File: src/rtl/prog_byte_loader.sv
// Framed byte-stream loader: assembles big-endian 32-bit words from CMD/LEN/[ADDR]/WORDS/CSUM
// frames and streams them to the instruction or data port, with checksum and idle-timeout checks.
module prog_byte_loader #(
    parameter int          TIMEOUT_CYCLES = 100000,
    parameter logic [7:0]  CMD_INS        = 8'hA5,
    parameter logic [7:0]  CMD_DATA       = 8'h5A
) (
    input  logic        clk,
    input  logic        rst_n,
    input  logic [7:0]  rx_byte,
    input  logic        rx_vld,
    output logic [31:0] ins_o,
    output logic        ins_vld,
    output logic [31:0] data_o,
    output logic [31:0] data_addr_o,
    output logic        data_vld,
    output logic        loading,
    output logic        done,
    output logic        err
);

    localparam int            TW   = $clog2(TIMEOUT_CYCLES + 1);
    localparam logic [TW-1:0] TMAX = TW'(TIMEOUT_CYCLES);

    typedef enum logic [2:0] {
        S_IDLE,
        S_LEN,
        S_ADDR,
        S_WORD,
        S_CSUM
    } state_t;

    state_t        state_q;
    logic          is_data_q;
    logic [7:0]    len_q;
    logic [7:0]    wcnt_q;
    logic [1:0]    bidx_q;
    logic [31:0]   word_q;
    logic [31:0]   addr_q;
    logic [7:0]    csum_q;
    logic [TW-1:0] timer_q;

    logic [31:0]   ins_q;
    logic          ins_vld_q;
    logic [31:0]   data_q;
    logic [31:0]   data_addr_q;
    logic          data_vld_q;
    logic          loading_q;
    logic          done_q;
    logic          err_q;

    logic [31:0]   word_d;
    logic [7:0]    csum_d;
    logic [7:0]    wcnt_d;

    assign word_d = {word_q[23:0], rx_byte};
    assign csum_d = csum_q ^ rx_byte;
    assign wcnt_d = wcnt_q + 8'd1;

    always_ff @(posedge clk or negedge rst_n) begin
        if (!rst_n) begin
            state_q     <= S_IDLE;
            is_data_q   <= 1'b0;
            len_q       <= '0;
            wcnt_q      <= '0;
            bidx_q      <= '0;
            word_q      <= '0;
            addr_q      <= '0;
            csum_q      <= '0;
            timer_q     <= '0;
            ins_q       <= '0;
            ins_vld_q   <= 1'b0;
            data_q      <= '0;
            data_addr_q <= '0;
            data_vld_q  <= 1'b0;
            loading_q   <= 1'b0;
            done_q      <= 1'b0;
            err_q       <= 1'b0;
        end else begin
            ins_vld_q  <= 1'b0;
            data_vld_q <= 1'b0;
            done_q     <= 1'b0;

            if (state_q == S_IDLE) begin
                timer_q <= '0;
                if (rx_vld && (rx_byte == CMD_INS || rx_byte == CMD_DATA)) begin
                    state_q   <= S_LEN;
                    is_data_q <= (rx_byte == CMD_DATA);
                    loading_q <= 1'b1;
                    err_q     <= 1'b0;
                    csum_q    <= '0;
                    wcnt_q    <= '0;
                    bidx_q    <= '0;
                end
            end else if (timer_q == TMAX) begin
                // Timeout wins over a byte arriving in the same cycle; that byte is dropped.
                state_q   <= S_IDLE;
                err_q     <= 1'b1;
                loading_q <= 1'b0;
                timer_q   <= '0;
            end else begin
                timer_q <= rx_vld ? '0 : timer_q + TW'(1);
                if (rx_vld) begin
                    case (state_q)
                        S_LEN: begin
                            csum_q <= csum_d;
                            bidx_q <= '0;
                            if (rx_byte == 8'd0) begin
                                state_q   <= S_IDLE;
                                err_q     <= 1'b1;
                                loading_q <= 1'b0;
                            end else begin
                                len_q   <= rx_byte;
                                state_q <= is_data_q ? S_ADDR : S_WORD;
                            end
                        end
                        S_ADDR: begin
                            csum_q <= csum_d;
                            word_q <= word_d;
                            bidx_q <= bidx_q + 2'd1;
                            if (bidx_q == 2'd3) begin
                                addr_q  <= word_d;
                                state_q <= S_WORD;
                            end
                        end
                        S_WORD: begin
                            csum_q <= csum_d;
                            word_q <= word_d;
                            bidx_q <= bidx_q + 2'd1;
                            if (bidx_q == 2'd3) begin
                                if (is_data_q) begin
                                    data_q      <= word_d;
                                    data_addr_q <= addr_q;
                                    data_vld_q  <= 1'b1;
                                    addr_q      <= addr_q + 32'd4;
                                end else begin
                                    ins_q     <= word_d;
                                    ins_vld_q <= 1'b1;
                                end
                                wcnt_q <= wcnt_d;
                                if (wcnt_d == len_q) begin
                                    state_q <= S_CSUM;
                                end
                            end
                        end
                        S_CSUM: begin
                            if (rx_byte == csum_q) begin
                                done_q <= 1'b1;
                            end else begin
                                err_q <= 1'b1;
                            end
                            loading_q <= 1'b0;
                            state_q   <= S_IDLE;
                        end
                        default: begin
                            state_q <= S_IDLE;
                        end
                    endcase
                end
            end
        end
    end

    assign ins_o       = ins_q;
    assign ins_vld     = ins_vld_q;
    assign data_o      = data_q;
    assign data_addr_o = data_addr_q;
    assign data_vld    = data_vld_q;
    assign loading     = loading_q;
    assign done        = done_q;
    assign err         = err_q;

endmodule

File: config.mk
export PLATFORM = sky130hd
export DESIGN_NAME = prog_byte_loader
export DESIGN_NICKNAME = d
export VERILOG_FILES = /design/src/rtl/prog_byte_loader.sv
export SDC_FILE = /design/constraint.sdc
export NUM_CORES = 1
export LEC_CHECK = 0
export BUFFER_PORTS_ARGS = -buffer_cell sky130_fd_sc_hd__buf_2
export CAP_MARGIN = 20
export CORE_ASPECT_RATIO = 1.75
export CORE_MARGIN = 2
export CORE_UTILIZATION = 55
export CTS_BUF_LIST = sky130_fd_sc_hd__clkbuf_4
export DETAILED_ROUTE_END_ITERATION = 10
export PLACE_DENSITY_LB_ADDON = 0.05
export SLEW_MARGIN = 20
export SYNTH_ARGS = -nofsm -noshare
export SYNTH_HDL_FRONTEND = slang
export SYNTH_SLANG_ARGS = --single-unit
File: constraint.sdc
create_clock -name clk -period 2.8 [get_ports clk]
set_input_delay 0.28 -clock clk [delete_from_list [all_inputs] [get_ports clk]]
set_output_delay 0.28 -clock clk [all_outputs]
set_load 0.02 [all_outputs]
==> metrics.md, run 1 <==
| Metric | Value |
|---|---|
| Row cnt | 63 |
| CP endpoint kind | flop |
| Met3 GRT Util | 0.0370 |
| Ranking of synthesized cells by area | dfrtp_1 54%, mux2_2 10%, mux2_4 5.9% |
| Area delta synth->final | 14.1% |
| Status | finished, final reports clean |
| Synth top cells by count | 204 x dfrtp_1, 86 x mux2_2, 62 x nor2_1, 50 x o21ai_0, 43 x nand2_1 |
| Post-synth EDFFs | 0 |
| CP arrival | 3.01 ns |
| YS warnings | 0 |
| Post-Syn Area | between 9000 and 10000 µm² |
| Worst vdd ir | approximately 0.46 mV |
| Register area share after synthesis | 0.540 |
| Gr usage total | 0.263 |
| Sw Pwr | 3460 µW |
| Starting Density | 0.560 |
| Root Buffer | clkbuf_4 |
| Syn Nets | around 810 |
| Fmax | 398 MHz |
| Top_reg_cell synth | dfrtp_1 |
| Clock buffer depth | 3 |
| Seq cells post-synth | 204 |
| Mapped Cells | around 800 |
| Number of max-cap violations | 0 |
| Pwr Total | 9460 µW |
| Sw Ratio | 0.366 |
| Number of global-route vias before repair | around 7200 |
| Post-route DRC | 0 |
| Power share of the clock group | 0.250 |
| Final GP Congestion | 0.859 |
| Worst rel slew slack | 0.523 |
| Worst r2r dst | wcnt_q[7] |
| Final critical-path share of the clock period | 0.896 |
| Reg2reg path depth | 9 |
| Skew final | approximately 0.038 ns |
| IO Pins | ~110 |
| Min cycle time layout | 2.51 ns |
| Hpwl dp | 15.8 mm |
| Max-slew violation count | 0 |
| Clock Pin Slew Worst Setup and Hold Paths | 0.07 ns |
| Syn avg cell area | approximately 12 µm² |
| Hold path endpoint | csum_q[1] |
| FF-to-FF setup slack | 0.29 ns |
| GR Overflow Total | 0 |
| Die W | 103 µm |
| RSZ-0062 raised after global routing | no |
| Hold Path Depth | 3 |
| Chip height | 177 µm |
| Post-synth ARST share | 1.00 |
| CTS tree | done |
| First-pass GRT wire length | 37.2 mm |
| Synth area leader | dfrtp_1 |
| WP data required | 3.30 ns |
| CTS Buf Count | 50 |
| Pin count of the biggest net entering global routing | a little over 70 |
| Initial detailed-routing violation count | around 300 |
| Reg2reg start | timer_q[0] |
| Pwr Density | 878 nW/µm² |
| Grt met1 use | 0.305 |
| Synth top area share | 0.540 |
| Crit-path max FO | 13 |
| Critical path class | reg2reg |
| Worst skew pair latency | 0.65 ns |
| Hold Crit Start | rx_byte[1] |
| Synth cell types | 60 |
| CORE AREA | 16900 µm² |
| Final Hold Fails | 0 |
| Crit start category | flop |
| Top-count cell post-synth | dfrtp_1 |
| Nets | 942 |
| 1st-pass router iterations | 7 |
| Routed wire length | roughly 23 mm |
| Antenna Violating Nets Remaining | 0 |
| M2 GR Usage | 0.459 |
| Share of cells above drive strength 1 | 0.356 |
| Num Clock Sinks | 204 |
| LEAKAGE | around 0.0054 µW |
| Initial antenna violation count | 1 |
| Worst slew pin tran | 0.709 ns |
| Number of buffers added on ports | 111 |
| Logic pwr share | 0.263 |
| Int Pwr | 6000 µW |
| Total Die Area | 18300 µm² |
| Flop pwr share | 0.487 |
| Post-CTS Setup Inserts | 0 |
| Final Setup Violations | 0 |
| Drt via density | 5.84 |
| Setup TNS | 0 ns |
| WL/cell | 19.4 µm |
| Vias | 6903 |
| GR peak layer | met2 |
| H-tree Lvls | 2 |
| HP Class | in2reg |
-- layout make-up --
cell class | instances | area, µm²
diodes | 1 | 2.50
clock buffers | 74 | 556
clock inverters | 6 | 31.3
fillers | 1448 | 6090
inverters | 11 | 41.3
multi-input cells | 532 | 4030
flip-flops and latches | 204 | 5100
well taps | 227 | 284
repair buffers | 127 | 727
-- worst max-delay path: stages (launching register included) --
cell	delay, ns
dfrtp_1	0.43
inv_1	0.08
ha_1	0.14
nor4bb_1	0.38
nand4_2	0.32
nand4_2	0.24
buf_4	0.21
and2_0	0.39
o21ai_1	0.14
o41ai_1	0.07
-- flip-flops by register name, indices dropped and copies added (netlist names) --
signal	count
addr_q	32
data_addr_o	32
data_o	32
ins_o	32
word_q	24
timer_q	17
csum_q	8
len_q	8
wcnt_q	8
state_q	3
bidx_q	2
data_vld	1
done	1
err	1
ins_vld	1
is_data_q	1
loading	1
-- metal layers --
layer / wire length [µm] / up-vias / part of all wire
met4: 1070 / 0 / 0.047
met2: 12400 / 230 / 0.54
met5: 0 / - / 0
li1: - / 3140 / -
met3: 888 / 54 / 0.039
met1: 8540 / 3479 / 0.37
-- how the worst max path moves through the flow --
stage / slack (ns) / from / endpoint
after floorplan: 0.58 / timer_q[0] / data_addr_o[0]
after global placement: 0.31 / timer_q[0] / addr_q[8]
after detailed placement: 0.19 / timer_q[0] / addr_q[8]
after CTS: 0.19 / timer_q[0] / addr_q[8]
after global routing: 0.03 / timer_q[0] / wcnt_q[3]
final: 0.29 / timer_q[0] / wcnt_q[7]
-- cells in the final DEF (no fill, tap or decap), types with 4 or more instances in the layout --
cell	count
clkbuf_4	74
mux2_1	7
and2_1	5
buf_2	110
nand2_1	43
o22ai_1	9
o21ai_1	6
xnor2_1	14
buf_4	11
nand2b_1	10
xor2_1	17
and4_1	6
a2bb2oi_1	13
o21ai_0	50
inv_1	11
nor3_1	5
dfrtp_1	204
and3_1	14
a21oi_1	34
mux2_4	37
a31oi_1	8
nand3_1	31
clkinv_1	4
nor2_1	62
ha_1	5
o22a_1	4
nand4_1	13
mux2_2	86
-- what timing repair did --
action / 4_1_cts / 5_1_grt
hold endpoints to repair: 65 / 0
hold buffers: 2 / 0
endpoints found under the setup margin: 0 / 1
gates resized for setup: 0 / 1
-- kinds of logic (layout without fill, tap and decap cells) --
kind of cell / Yosys count / count (layout) / share of synthesized area
and+or+nand+nor: 219 / 219 / 0.126
DFF: 204 / 204 / 0.540
AOI/OAI and AO/OA: 146 / 146 / 0.0931
muxes: 131 / 131 / 0.171
buffers and inverters: 62 / 218 / 0.0339
xor gates and xnor gates: 31 / 31 / 0.0287
adders and majority gates: 5 / 5 / 0.00662
other: 0 / 1 / 0
-- per-stage QoR --
step	util	setup slack [ns]	instances	cell area (µm²)	hold WS (ns)
2_1_floorplan	-	0.582	798	9450	-0.0156
3_3_place_gp	0.602	0.310	1099	10200	0.309
3_5_place_dp	0.602	0.187	1099	10200	0.317
4_1_cts	0.638	0.195	1181	10800	0.00306
5_1_grt	0.639	0.0271	1182	10800	0.0228
6_report	0.639	0.290	1182	10800	0.0522
-- power groups by stage --
| stage | clock, µW | sequential [µW] | combinational (µW) |
|---|---|---|---|
| after detailed placement | 0 | 4650 | 2480 |
| after global routing | 2590 | 4700 | 2760 |
| after global placement | 0 | 4610 | 2420 |
| final | 2370 | 4610 | 2480 |
| after CTS | 2450 | 4600 | 2490 |
| after floorplan | 0 | 4460 | 1710 |
Note: power is estimated with default switching activity, not from simulation.
==> inputs of run 2 (changes only) <==
- CORE_ASPECT_RATIO: 1.75 -> default
==> run 2 against run 1 <==
Net effect:
- worst setup slack worse by 0.12 ns
- sequential share of layout area decreased by 0.72 points
- first-iteration DRC count up 81%
- non-clock buffer count grew 14
- cell area grew 1.5%
- largest cell class unchanged
- highest routed layer unchanged
==> metrics.md, run 2 (synthesis gave the netlist of run 1 again) <==
| Metric | Value |
|---|---|
| Status | finished, final reports clean (unchanged) |
| Vias | 6902 (was 6903) |
| Nets | 960 (was 942) |
| Final Setup Violations | 0 (unchanged) |
| Worst slew pin tran | 0.995 ns (was 0.709 ns) |
| Worst rel slew slack | 0.335 (was 0.523) |
| Commonest cells after routing, fill and taps aside | 204 x dfrtp_1, 110 x buf_2, 86 x mux2_2 (unchanged) |
| Routed wire length | 22.2 mm (was 22.9 mm) |
| Share of cells above drive strength 1 | 0.358 (was 0.356) |
| Chip height | 135 µm (was 177 µm) |
| Final GP Congestion | 0.892 (was 0.859) |
| Post-CTS Setup Inserts | 0 (unchanged) |
| Setup TNS | 0 ns (unchanged) |
| Initial detailed-routing violation count | 537 (was 296) |
| Antenna Violating Nets Remaining | 0 (unchanged) |
| WP data required | 3.33 ns (was 3.30 ns) |
| Pwr Total | 9530 µW (was 9460 µW) |
| Antenna diode instance count | 0 (was 1) |
| Post-route DRC | 0 (unchanged) |
| Crit-path max FO | 33 (was 13) |
| Gr usage total | 0.254 (was 0.263) |
| GR Overflow Total | 0 (unchanged) |
| First-pass GRT wire length | 36.8 mm (was 37.2 mm) |
| H-tree Lvls | 2 (unchanged) |
| Commonest non-fill, non-tap cell in the layout | dfrtp_1 (unchanged) |
| CP endpoint kind | flop (unchanged) |
| Post-CTS Resized | 0 (unchanged) |
| Num Clock Sinks | 204 (unchanged) |
| Initial antenna violation count | 0 (was 1) |
| LEAKAGE | 0.00552 µW (was 0.00543 µW) |
| 1st-pass router iterations | 5 (was 7) |
| Final critical-path share of the clock period | 0.938 (was 0.896) |
| Reg2reg path depth | 8 (was 9) |
| Die W | 135 µm (was 103 µm) |
| Fill count | 1400 (was 1448) |
| FF-to-FF setup slack | 0.17 ns (was 0.29 ns) |
| Final Hold Fails | 0 (unchanged) |
| IO Pins | 112 (unchanged) |
| Row cnt | 47 (was 63) |
| RSZ-0062 raised after global routing | no (unchanged) |
| WL/cell | 18.6 µm (was 19.4 µm) |
| Min cycle time layout | 2.63 ns (was 2.51 ns) |
| Critical path class | reg2reg (unchanged) |
| CORE AREA | 16700 µm² (was 16900 µm²) |
| Total Die Area | 18200 µm² (was 18300 µm²) |
| Hpwl dp | 15.1 mm (was 15.8 mm) |
| CTS Buf Count | 54 (was 50) |
| Number of global-route vias before repair | 7090 (was 7241) |
| HP Class | in2reg (unchanged) |
| Reg2reg start | timer_q[0] (unchanged) |
| Clock buffer depth | 3 (unchanged) |
| CTS tree | done (unchanged) |
| Worst r2r dst | ins_o[19] (was wcnt_q[7]) |
| Pwr Density | 871 nW/µm² (was 878 nW/µm²) |
| Crit start category | flop (unchanged) |
| CP arrival | 3.16 ns (was 3.01 ns) |
| Fmax | 381 MHz (was 398 MHz) |
| Skew final | 0.0408 ns (was 0.0380 ns) |
| Number of max-cap violations | 0 (unchanged) |
| Max-slew violation count | 0 (unchanged) |
| Worst skew pair latency | 0.69 ns (was 0.65 ns) |
| Number of buffers added on ports | 111 (unchanged) |
| Starting Density | 0.566 (was 0.560) |
| Critical path origin | timer_q[0] (unchanged) |
| Pin count of the biggest net entering global routing | 91 (was 71) |
| Worst vdd ir | 0.550 mV (was 0.456 mV) |
| Drt via density | 5.76 (was 5.84) |
| Root Buffer | clkbuf_4 (unchanged) |
| Clock Pin Slew Worst Setup and Hold Paths | 0.07 ns (about the same) |
| CP endpoint | ins_o[19] (was wcnt_q[7]) |
| Area delta synth->final | 15.8% (was 14.1%) |
==> run 2: changes by cell type in the layout (fill, tap and decap cells not counted), sizes merged <==
cell	previous run	this run
buf	124	132
clkbuf	75	74
clkinv	4	16
diode	1	0
dlygate4sd3	2	8
==> run 2: how the worst min path moves through the flow <==
stage	start	end	cells past startpoint
2_1_floorplan	rst_n	addr_q[0]	0
6_report	rx_byte[6]	ins_o[6]	2
4_1_cts	rx_byte[7]	csum_q[7]	3
3_3_place_gp	rst_n	timer_q[8]	1
3_5_place_dp	rst_n	timer_q[10]	1
5_1_grt	rx_byte[6]	csum_q[6]	3
==> run 2: area by class of cell <==
cell class              instances  area [µm²]  area share
repair buffers                141         860      0.0786
clock inverters                18        78.8     0.00720
clock buffers                  73         548      0.0501
multi-input cells             532        4030       0.369
inverters                      11        41.3     0.00377
flip-flops and latches        204        5100       0.467
well taps                     220         275      0.0252
==> run 2: power by group <==
group	total (µW)	internal, µW	switching [µW]	leakage, µW
sequential	4570	3680	884	0.00269
combinational	2540	1140	1390	0.00245
clock	2420	1200	1220	0.000373
==> run 2: layer usage <==
metal	up-vias	global-route usage	routed length, µm
met5	-	0	0
met2	217	0.388	10300
li1	3192	-	-
met1	3444	0.368	10100
met4	0	0.0810	431
met3	49	0.0526	1370
==> run 2: timing repair <==
item,4_1_cts,5_1_grt
hold buffers,8,0
endpoints found under the setup margin,0,0
hold endpoints to repair,95,0
==> run 2: worst max-delay path: stages, from the launching register on <==
cell and delay, ns:
dfrtp_1 0.42, inv_1 0.07, ha_1 0.19, nor4bb_1 0.16
nand4_2 0.09, buf_4 0.17, nand4_2 0.16, nor2_4 0.78
mux2_2 0.43
==> run 2: metrics by stage <==
| step | instances | hold slack [ns] | setup WS, ns | instance area (µm²) | utilization |
|---|---|---|---|---|---|
| after floorplan | 798 | -0.0156 | 0.582 | 9450 | - |
| after global placement | 1100 | 0.384 | 0.302 | 10200 | 0.613 |
| after detailed placement | 1100 | 0.398 | 0.167 | 10200 | 0.613 |
| after CTS | 1199 | 0.00146 | 0.161 | 10900 | 0.655 |
| after global routing | 1199 | 0.0201 | 0.0229 | 10900 | 0.655 |
| final | 1199 | 0.0463 | 0.174 | 10900 | 0.655 |
